### config.mk
export PLATFORM = sky130hd
export DESIGN_NAME = cycle_sequencer
export DESIGN_NICKNAME = d
export VERILOG_FILES = /design/src/rtl/cpu_seq_pkg.sv /design/src/rtl/onehot_ring.sv /design/src/rtl/cycle_sequencer.sv
export SDC_FILE = /design/constraint.sdc
export NUM_CORES = 1
export LEC_CHECK = 0
export CORE_UTILIZATION = 47
export CTS_CLUSTER_DIAMETER = 50
export DETAILED_ROUTE_END_ITERATION = 6
export HOLD_SLACK_MARGIN = 0.03
export PLACE_DENSITY = 0.81
export SYNTH_ARGS = -nofsm -noshare
export SYNTH_HDL_FRONTEND = slang
export SYNTH_SLANG_ARGS = --single-unit
export TNS_END_PERCENT = 10
### constraint.sdc
create_clock -name i_Clk -period 2.72 [get_ports i_Clk]
set_clock_uncertainty 0.1 [all_clocks]
set_input_delay 0.408 -clock i_Clk [delete_from_list [all_inputs] [get_ports i_Clk]]
set_output_delay 0.408 -clock i_Clk [all_outputs]
set_load 0.05 [all_outputs]
### src/rtl/cpu_seq_pkg.sv
// cpu_seq_pkg
//   Shared timing definitions for the CPU control unit: sequencer state
//   encoding, default ring widths, the interrupt dispatch length and the
//   index of the last T-step within an M-cycle.
package cpu_seq_pkg;

    localparam int unsigned STEP_W_DEF      = 4;
    localparam int unsigned COUNT_W_DEF     = 8;
    localparam int unsigned INT_MCYCLES_DEF = 5;

    // T-step on which an M-cycle ends and boundary decisions are taken.
    localparam int unsigned STEP_LAST = STEP_W_DEF - 1;

    typedef enum logic [1:0] {
        EXECUTE      = 2'd0,
        HALTED       = 2'd1,
        INT_DISPATCH = 2'd2
    } seq_state_e;

endpackage

### src/rtl/onehot_ring.sv
// onehot_ring
//   One-hot rotating register. Bit 0 is set out of reset.
//   Ports:
//     i_Clk     - clock
//     i_Reset   - asynchronous active-high reset to bit 0
//     i_Hold    - freeze the ring this clock (highest priority)
//     i_Reload  - return to bit 0
//     i_Advance - rotate left by one (MSB wraps to bit 0)
//     o_Ring    - current one-hot value
module onehot_ring #(
    parameter int unsigned WIDTH = 4
) (
    input  logic             i_Clk,
    input  logic             i_Reset,
    input  logic             i_Hold,
    input  logic             i_Reload,
    input  logic             i_Advance,
    output logic [WIDTH-1:0] o_Ring
);

    logic [WIDTH-1:0] ring_q;
    logic [WIDTH-1:0] ring_d;

    always_comb begin
        ring_d = ring_q;
        if (i_Hold) begin
            ring_d = ring_q;
        end else if (i_Reload) begin
            ring_d = WIDTH'(1);
        end else if (i_Advance) begin
            ring_d = {ring_q[WIDTH-2:0], ring_q[WIDTH-1]};
        end
    end

    always_ff @(posedge i_Clk or posedge i_Reset) begin
        if (i_Reset) begin
            ring_q <= WIDTH'(1);
        end else begin
            ring_q <= ring_d;
        end
    end

    assign o_Ring = ring_q;

endmodule

### src/rtl/cycle_sequencer.sv
// cycle_sequencer
//   Owns CPU timing state: the one-hot T-step ring, the one-hot M-cycle ring
//   and the EXECUTE / HALTED / INT_DISPATCH state machine that sequences
//   opcode load, HALT entry and wake, and interrupt dispatch.
//   Ports:
//     i_Clk, i_Reset  - clock, asynchronous active-high reset
//     i_Stall         - memory wait, freezes all sequencer state
//     i_IR_Fetch      - current M-cycle is the instruction's last
//     i_Halt          - HALT opcode executing
//     i_Int_Pending   - an enabled interrupt is flagged
//     i_IME           - interrupt master enable
//     o_Cycle_Step    - one-hot T-step
//     o_Cycle_Count   - one-hot M-cycle index
//     o_IR_Load       - opcode register load pulse
//     o_Int_Active    - interrupt dispatch in progress
//     o_Int_Ack       - dispatch complete pulse
//     o_Halted        - CPU halted
//     o_Seq_Error     - M-cycle count overflowed without IR_Fetch
module cycle_sequencer
    import cpu_seq_pkg::*;
#(
    parameter int unsigned STEP_W      = STEP_W_DEF,
    parameter int unsigned COUNT_W     = COUNT_W_DEF,
    parameter int unsigned INT_MCYCLES = INT_MCYCLES_DEF
) (
    input  logic               i_Clk,
    input  logic               i_Reset,
    input  logic               i_Stall,
    input  logic               i_IR_Fetch,
    input  logic               i_Halt,
    input  logic               i_Int_Pending,
    input  logic               i_IME,
    output logic [STEP_W-1:0]  o_Cycle_Step,
    output logic [COUNT_W-1:0] o_Cycle_Count,
    output logic               o_IR_Load,
    output logic               o_Int_Active,
    output logic               o_Int_Ack,
    output logic               o_Halted,
    output logic               o_Seq_Error
);

    seq_state_e state_q, state_d;
    // Set when a HALT is left without dispatch: the first M-cycle after
    // wake is always an opcode fetch, whatever the decoder still presents.
    logic       wake_fetch_q, wake_fetch_d;

    logic [STEP_W-1:0]  step;
    logic [COUNT_W-1:0] count;

    logic step_adv, step_reload;
    logic count_adv, count_reload;
    logic m_end;
    logic ir_load, int_ack, seq_error;

    onehot_ring #(.WIDTH(STEP_W)) u_step_ring (
        .i_Clk     (i_Clk),
        .i_Reset   (i_Reset),
        .i_Hold    (i_Stall),
        .i_Reload  (step_reload),
        .i_Advance (step_adv),
        .o_Ring    (step)
    );

    onehot_ring #(.WIDTH(COUNT_W)) u_count_ring (
        .i_Clk     (i_Clk),
        .i_Reset   (i_Reset),
        .i_Hold    (i_Stall),
        .i_Reload  (count_reload),
        .i_Advance (count_adv),
        .o_Ring    (count)
    );

    assign m_end = step[STEP_W-1] & ~i_Stall;

    always_comb begin
        state_d      = state_q;
        wake_fetch_d = wake_fetch_q;
        step_adv     = 1'b0;
        step_reload  = 1'b0;
        count_adv    = 1'b0;
        count_reload = 1'b0;
        ir_load      = 1'b0;
        int_ack      = 1'b0;
        seq_error    = 1'b0;

        case (state_q)
            EXECUTE: begin
                step_adv = ~i_Stall;
                if (m_end) begin
                    if (wake_fetch_q) begin
                        count_reload = 1'b1;
                        ir_load      = 1'b1;
                        wake_fetch_d = 1'b0;
                    end else if (i_IR_Fetch) begin
                        count_reload = 1'b1;
                        // Interrupt outranks HALT; neither loads an opcode.
                        if (i_Int_Pending && i_IME) begin
                            state_d = INT_DISPATCH;
                        end else if (i_Halt) begin
                            state_d = HALTED;
                        end else begin
                            ir_load = 1'b1;
                        end
                    end else if (count[COUNT_W-1]) begin
                        count_reload = 1'b1;
                        seq_error    = 1'b1;
                        ir_load      = 1'b1;
                    end else begin
                        count_adv = 1'b1;
                    end
                end
            end

            HALTED: begin
                step_reload = ~i_Stall;
                if (!i_Stall && i_Int_Pending) begin
                    if (i_IME) begin
                        state_d = INT_DISPATCH;
                    end else begin
                        state_d      = EXECUTE;
                        wake_fetch_d = 1'b1;
                    end
                end
            end

            INT_DISPATCH: begin
                step_adv = ~i_Stall;
                if (m_end) begin
                    if (count[INT_MCYCLES-1]) begin
                        int_ack      = 1'b1;
                        ir_load      = 1'b1;
                        count_reload = 1'b1;
                        state_d      = EXECUTE;
                    end else begin
                        count_adv = 1'b1;
                    end
                end
            end

            default: begin
                state_d      = EXECUTE;
                wake_fetch_d = 1'b0;
                step_reload  = 1'b1;
                count_reload = 1'b1;
            end
        endcase
    end

    always_ff @(posedge i_Clk or posedge i_Reset) begin
        if (i_Reset) begin
            state_q      <= EXECUTE;
            wake_fetch_q <= 1'b0;
        end else begin
            state_q      <= state_d;
            wake_fetch_q <= wake_fetch_d;
        end
    end

    assign o_Cycle_Step  = step;
    assign o_Cycle_Count = count;
    assign o_IR_Load     = ir_load;
    assign o_Int_Ack     = int_ack;
    assign o_Seq_Error   = seq_error;
    assign o_Int_Active  = (state_q == INT_DISPATCH);
    assign o_Halted      = (state_q == HALTED);

endmodule

Word level (Yosys, flattened, before mapping)
Cells that the tools add are included.

word-level totals
  bits in read-only memories = 0
  memories = 0
  RAM bits = 0
  latch bits = 0
  input bits = 7
  register bits after elaboration = 15
  output and inout bits = 17
  word-level logic and storage cells = 73

operators by class
  mux-type cells = 45
  bitwise gates (word level) = 3
  add/subtract/negate cells = 0
  multiply operators = 0
  div/mod/pow operators = 0
  order comparisons = 0
  reductions and logical operators = 11
  equal/unequal tests = 10
  shift-type cells = 0

operators by type and width
  cell                  count
  $mux W1               26
  $mux W2               9
  $mux W8               2
  $mux W4               2
  $ne A2 B2 Y1 const B  4
  $reduce_and A7 Y1     1
  $ne A2 B1 Y1 const B  3
  $pmux W1 S2           3
  $pmux W1 S3           2
  $pmux W2 S3           1
  $reduce_and A2 Y1     2
  $reduce_and A4 Y1     1
  $reduce_bool A2 Y1    2
  $ne A3 B3 Y1 const B  1
  $eq A2 B1 Y1 const B  1
  $eq A2 B2 Y1 const B  1
  $logic_and A1 B1 Y1   2
  $logic_not A2 Y1      1
  $not A1 Y1            2
  $reduce_or A2 Y1      1
  $and A1 B1 Y1         1
  $logic_not A1 Y1      1

Depth between registers and ports, before layout
Gate-level depths: netlist (run 1).

  depth after elaboration = 7
  depth in mapped cells = 5
  depth with buffers taken out = 3

Modules after synthesis
From an unflattened synthesis (run 1), not the netlist that was laid out.

second synthesis, totals
  cells, all modules = 88
  area, all modules = 864.6 sq um

by module, submodules not included
  module                       instances  seq. area each (sq um)  area each (sq um)  cells an instance
  onehot_ring at u_count_ring  1          201.4                   361.6              31
  cycle_sequencer              1          75.1                    310.3              41
  onehot_ring at u_step_ring   1          101.3                   192.7              16

Worst setup path before layout (run 1)
No wires, ideal clock.

  kind = reg-to-output
  start = register u_step_ring.ring_q[3] (netlist: u_step_ring.o_Ring[3])
  end = output o_IR_Load
  path slack = -0.171 ns
  stages on the path, launching flop included = 3
  required time = 2.212 ns
  arrival time = 2.383 ns
  cells stage by stage = dfrtp_1 -> or3b_4 -> a311oi_1

between the ends
  cells in the longest elaborated chain, start to end = 3

RTL lines
  what                               RTL line                                       source
  start: declaration                 onehot_ring.sv:21                              logic [WIDTH-1:0] ring_q;
  start signal: assignment           onehot_ring.sv:39                              ring_q <= ring_d;
  $and A1 B1 Y1 (*)                  cycle_sequencer.sv:73                          assign m_end = step[STEP_W-1] & ~i_Stall;
  $mux W1, on equally long branches  cycle_sequencer.sv:128, cycle_sequencer.sv:89
  $pmux W1 S2 (*)                    cycle_sequencer.sv:86                          case (state_q)
  end: declaration                   cycle_sequencer.sv:35                          output logic o_IR_Load,

Mark *: on every way between the ends. The rest lies on a longest branch, timed or not.

Worst setup path after layout (run 1)
  start = register state_q[1]
  end = output o_Int_Active

between the ends
  cells in the longest elaborated chain, start to end = 1

RTL lines
  what                      RTL line                source
  start: declaration        cycle_sequencer.sv:42   seq_state_e state_q, state_d;
  start signal: assignment  cycle_sequencer.sv:154  state_q <= state_d;
  $eq A2 B2 Y1              cycle_sequencer.sv:164  assign o_Int_Active = (state_q == INT_DISPATCH);
  end: declaration          cycle_sequencer.sv:36   output logic o_Int_Active,

No other way between the ends.

==> impl_metrics.ini, run 1 <==
[cells_and_area]
area_delta_synth_final_pct = 40.0
antenna_cells = 0
fin_cells = 110
nFillCells = 113
final_nets = 102
layout-drive-gt1-share_pct = 17.0

[floorplanning]
pin_count = 24
fp.coreArea_mm2 = 0.00149
die-area_mm2 = 0.00176
start_util_pct = 50.3
rows = 14
die_w_um = 41.9
die_h_um = 41.9

[timing]
worstMarginPinSlew_ns = 0.535
finalSetupViolCount = 0
slew_headroom_pct = 64.3
rsz0062_at_grt = false
post-route-period-util_pct = 88.6
hold_viol_final = 0
fmax_mhz = 415
finalMaxSlewViolations = 0
min_period_ns = 2.41
setup_tns_ns = 0

[critical_path]
rr_startpoint = wake_fetch_q
worst_path_largest_cell_delay_ns = 0.84
crit_family = buffers and inverters
worstSetupStartpointType = flip-flop
reg2regPathDepth = 3
r2r-end = u_count_ring.o_Ring[6]
slowest_stage = clkdlybuf4s50_1
cp_data_arrival_time_ns = 1.90
crit_end = o_Int_Active
r2r_slack_ns = 1.15
cp_num_buf_inv = 1
path_depth = 2
path_class = reg2out
required_ns = 2.21
setup.worst_path.start = state_q[1]
cp-end-kind = output pin
critPathMaxFanout = 10
crit_chain = nor2b_1, clkdlybuf4s50_1

[placed_design]
portBuffers = 23
dp.cells = 106
hpwl_um = 1170
gp_congestion = 0.796

[global_route]
grt_pass1_vias = 593
grt_max_degree = 16
grt_pass1_wl_um = 2710
grt_use_total_pct = 20.0
antenna_found_initial = 0
overflow = 0

[route]
drcViolationCount = 0
wl_per_cell_um = 13.6
num_vias = 610
drtIter0Drc = 8
top_layer_used = met3
dr.pass1.iters = 3
route.met3.wl_um = 48
wirelength_um = 1500
ant_nets = 0
routed-wl-met2_um = 737
drt-vias-per-instance = 5.55
met1_length_um = 714

[logic_synthesis]
synth_seq_cells = 15
synthCells = 70
synthMuxAreaShare_pct = 1.34
synth_edf_count = 0
ys_top_cells_by_area = dfrtp_1, a22o_1, dfstp_2, inv_1, nor2b_1
ys_warn_count = 0
synth_area_um2 = 748
yosys.area_share.xor_xnor_pct = 0
synth.cells.most_frequent = dfrtp_1, a22o_1, inv_1
ys_async_sr_fraction_pct = 100
synth-simple-area-share_pct = 20.4
synth_top_area_cell = dfrtp_1
synth.most_common_cell = dfrtp_1
synth_fp_nets = 77
seq_area_frac_synth_pct = 50.5
yosys.area_share.adder_pct = 0
synth_top_area_share_pct = 43.5
synth_compound_area_share_pct = 21.9
ys.flop_type = dfrtp_1
syn_area_per_cell_um2 = 10.7
synth_top_family_by_area = compound AO/OA/AOI/OAI gates
synth.distinct_cells = 33

[cts]
postCtsSetupBuffers = 0
clkTransAtPathRegs_ns = 0.09
clockBufferDepth = 2
h-tree-depth = 1
cts_resized = 0
cts.sinks = 15
cts_tree = done
root_buffer = clkbuf_4
hold_buffers = 0
cts-buffers-inserted = 3
clock_latency_ns = 0.27

[power_and_ir_drop]
powerDensity_mw_per_mm2 = 956
ir_worst_vdd_uv = 815
p_leak_nw = 0.434

[worst_hold_path]
min_path_type = in2async

[job]
maxCapViolCount = 0

[status]
outcome = finished, final reports clean
final cells by class:
class                      instances  area, µm²  share of cell area [%]
inverter                           6       22.5                    2.15
multi-input combinational         45        333                    31.8
tap                               16       20.0                    1.91
sequential                        15        378                    36.1
timing repair buffer              24        268                    25.6
clock buffer                       4       26.3                    2.51
cell families after synthesis:
logic type	Yosys count
AOI/OAI and AO/OA	20
buffers and inverters	10
DFF	15
muxes	1
and+or+nand+nor	24
metrics by stage:
step                      hold WS (ns)  area, µm²  total power [mW]  utilization [%]  setup WS (ns)
after floorplan                  0.208        754             0.728                -          0.312
after global placement           0.386       1020             0.880             68.6          0.409
after detailed placement         0.393       1020             0.887             68.6          0.375
after CTS                        0.383       1050              1.01             70.3          0.311
after global routing             0.415       1050              1.06             70.3          0.215
final                            0.363       1050              1.00             70.3          0.311
layer usage:
metal  track usage, %  up-vias
met3             3.91        0
met1             28.8      296
li1                 -      303
met5                0        -
met2             32.5       11
met4             1.94        0
report_power, final:
part	switching (mW)	internal (mW)	total (mW)	leakage, nW
registers	0.0773	0.292	0.369	0.199
logic	0.319	0.193	0.512	0.220
clock network	0.0638	0.0568	0.121	0.0150
total	0.460	0.542	1.00	0.434
layout by cell type, fill, tap and decap left out, drive strengths merged:
cell,n
a311oi,1
mux2i,1
o22ai,1
nand2b,1
buf,4
inv,6
or2b,1
and2,1
clkbuf,4
o21ai,3
or4,1
nor3b,1
a22o,8
nor3,2
or3b,1
nand2,4
clkdlybuf4s50,20
nand3,1
nand3b,1
dfstp,2
or2,1
nand4bb,1
a41oi,1
dfrtp,13
nor2b,3
a21o,1
a2bb2oi,1
a22oi,1
a32o,1
a21oi,2
nor2,4
nor4,1
state kept, by name (all words and copies together), names as in the netlist:
signal	cells
u_count_ring.o_Ring	8
u_step_ring.o_Ring	4
state_q	2
wake_fetch_q	1
worst min path at each step:
stage,from,endpoint,slack (ns),cells after the start
floorplan,i_Reset,state_q[0],0.21,1
global placement,u_count_ring.o_Ring[0],u_count_ring.o_Ring[0],0.39,2
detailed placement,u_count_ring.o_Ring[0],u_count_ring.o_Ring[0],0.39,2
CTS,i_Reset,u_count_ring.o_Ring[1],0.38,2
global route,i_Reset,u_count_ring.o_Ring[1],0.41,2
finish,i_Reset,u_count_ring.o_Ring[1],0.36,2
No activity file was read; power rests on OpenSTA's default activity.
==> run 2, diff against run 1 <==
- CELL_PAD_IN_SITES_DETAIL_PLACEMENT: unset -> 0
- CELL_PAD_IN_SITES_GLOBAL_PLACEMENT: unset -> 2
- CORE_UTILIZATION: 47 -> 29
- PLACE_DENSITY: 0.81 -> unset
- PLACE_DENSITY_LB_ADDON: unset -> 0.1
- SLEW_MARGIN: unset -> 10
==> run 2 against run 1 <==
  * Total power rose by 0.32%
  * Worst hold slack better by 0.028 ns
  * Final area increased by 1.8%
  * Non-clock buffer count did not move
  * Sequential cell count is the same
  * Fmax is 0.72% lower
  * Clock-buffer cell count fell by 1
  * Global-route usage is 5.8 points lower
  * Critical path type unchanged
==> impl_metrics.ini, run 2 (synthesis gave the netlist of run 1 again) <==
[global_route]
antenna_found_initial = 0
use_met2_pct = 21.1
grt_busiest_layer = met2
grt_use_met3_pct = 4.06
grt_pass1_vias = 580
met1_usage_pct = 18.1
grt_use_total_pct = 14.2
grt_pass1_wl_um = 2720
overflow = 0
grt_max_degree = 16

[cells_and_area]
layout-drive-gt1-share_pct = 18.1
most-common-layout-cells = clkdlybuf4s50_1, dfrtp_1, a22o_1, inv_1
nFillCells = 244
fin_cells = 124
antenna_cells = 0
area_delta_synth_final_pct = 42.5
postLayoutCellArea_mm2 = 0.00107
final_nets = 102
register_area_um2 = 378
multi_input_area_um2 = 333
layout_commonest_cell = clkdlybuf4s50_1
largest_reg_flops = 8

[critical_path]
required_ns = 2.21
cp_data_arrival_time_ns = 1.92
reg2regPathDepth = 3
path_class = reg2out
r2r_slack_ns = 1.17
rr_startpoint = u_count_ring.o_Ring[7]
r2r-end = u_count_ring.o_Ring[7]
cp-end-kind = output pin
critPathMaxFanout = 10
worstSetupStartpointType = flip-flop

[power_and_ir_drop]
p_leak_nw = 0.437
switching_share_pct = 46.3
power_frac_comb_pct = 51.1
ir_worst_vdd_uv = 399
clockPowerShare_pct = 12.4
power_mw = 1.00
p_switching_uw = 466
powerDensity_mw_per_mm2 = 943
power.internal_uw = 539
p_seq_share_pct = 36.5

[status]
outcome = finished, final reports clean

[route]
drt-vias-per-instance = 4.90
drcViolationCount = 0
num_vias = 608
drtIter0Drc = 9
wirelength_um = 1660
wl_per_cell_um = 13.4
dr.pass1.iters = 4
ant_nets = 0

[cts]
postCtsSetupBuffers = 0
clock_latency_ns = 0.27
clockBufferDepth = 2
root_buffer = clkbuf_4
cts.sinks = 15
cts_resized = 0
hold_buffers = 0
cts-buffers-inserted = 3
cts_tree = done
clkTransAtPathRegs_ns = 0.09
h-tree-depth = 1

[timing]
post-route-period-util_pct = 89.2
setup_tns_ns = 0
hold_viol_final = 0
rsz0062_at_grt = false
worstMarginPinSlew_ns = 0.593
min_period_ns = 2.43
fmax_mhz = 412
finalSetupViolCount = 0
finalMaxSlewViolations = 0
slew_headroom_pct = 60.4

[floorplanning]
start_util_pct = 30.5
pin_count = 24
die_w_um = 52.8
fp.coreArea_mm2 = 0.00245
die-area_mm2 = 0.00279
die_h_um = 52.8
rows = 18

[worst_hold_path]
min_path_type = in2async

[placed_design]
dp.cells = 120
hpwl_um = 1170
placed_area_mm2 = 0.00104
gp_congestion = 0.702
portBuffers = 23

[job]
maxCapViolCount = 0
[run 2: cell count changes in the layout (fill, tap and decap cells not counted)]
cell      previous run  this run
clkbuf_1             1         0
clkinv_2             0         1
[run 2: per-stage QoR]
| step | util (%) | setup slack (ns) | hold WS, ns |
|---|---|---|---|
| 2_1_floorplan | - | 0.312 | 0.208 |
| 3_3_place_gp | 42.3 | 0.387 | 0.382 |
| 3_5_place_dp | 42.3 | 0.389 | 0.381 |
| 4_1_cts | 43.4 | 0.281 | 0.396 |
| 5_1_grt | 43.4 | 0.177 | 0.416 |
| 6_report | 43.4 | 0.293 | 0.391 |
[run 2: critical path, cell delays in order (launching register included)]
cell and delay, ns:
dfrtp_1 0.53, nor2b_1 0.27, clkdlybuf4s50_1 0.84
[run 2: how the worst max path moves through the flow]
stage	start	to	cells after the start	slack, ns
global route	state_q[1]	o_Int_Active	2	0.18
floorplan	u_step_ring.o_Ring[3]	o_IR_Load	2	0.31
CTS	state_q[1]	o_Int_Active	2	0.28
finish	state_q[1]	o_Int_Active	2	0.29
detailed placement	i_Stall	o_Seq_Error	5	0.39
global placement	i_Stall	o_Seq_Error	5	0.39
[run 2: metal layers]
layer | up-vias | share of wire (%)
met3 | 2 | 5.7
met4 | 0 | 1.1
met1 | 290 | 50
li1 | 299 | -
met5 | - | 0
met2 | 17 | 43
[run 2: final cells by class]
cell class	instances	share of cell area, %
Clock inverter	1	0.469
Inverter	6	2.11
Multi-Input combinational cell	45	31.2
Timing Repair Buffer	24	25.1
Clock buffer	3	2.11
Sequential cell	15	35.4
Tap cell	30	3.52
[run 2: power by group through the flow]
stage | Clock [mW] | Sequential, mW | Combinational, mW
floorplan | 0 | 0.509 | 0.219
global placement | 0 | 0.374 | 0.516
CTS | 0.133 | 0.368 | 0.517
finish | 0.125 | 0.367 | 0.513
detailed placement | 0 | 0.372 | 0.515
global route | 0.143 | 0.381 | 0.548
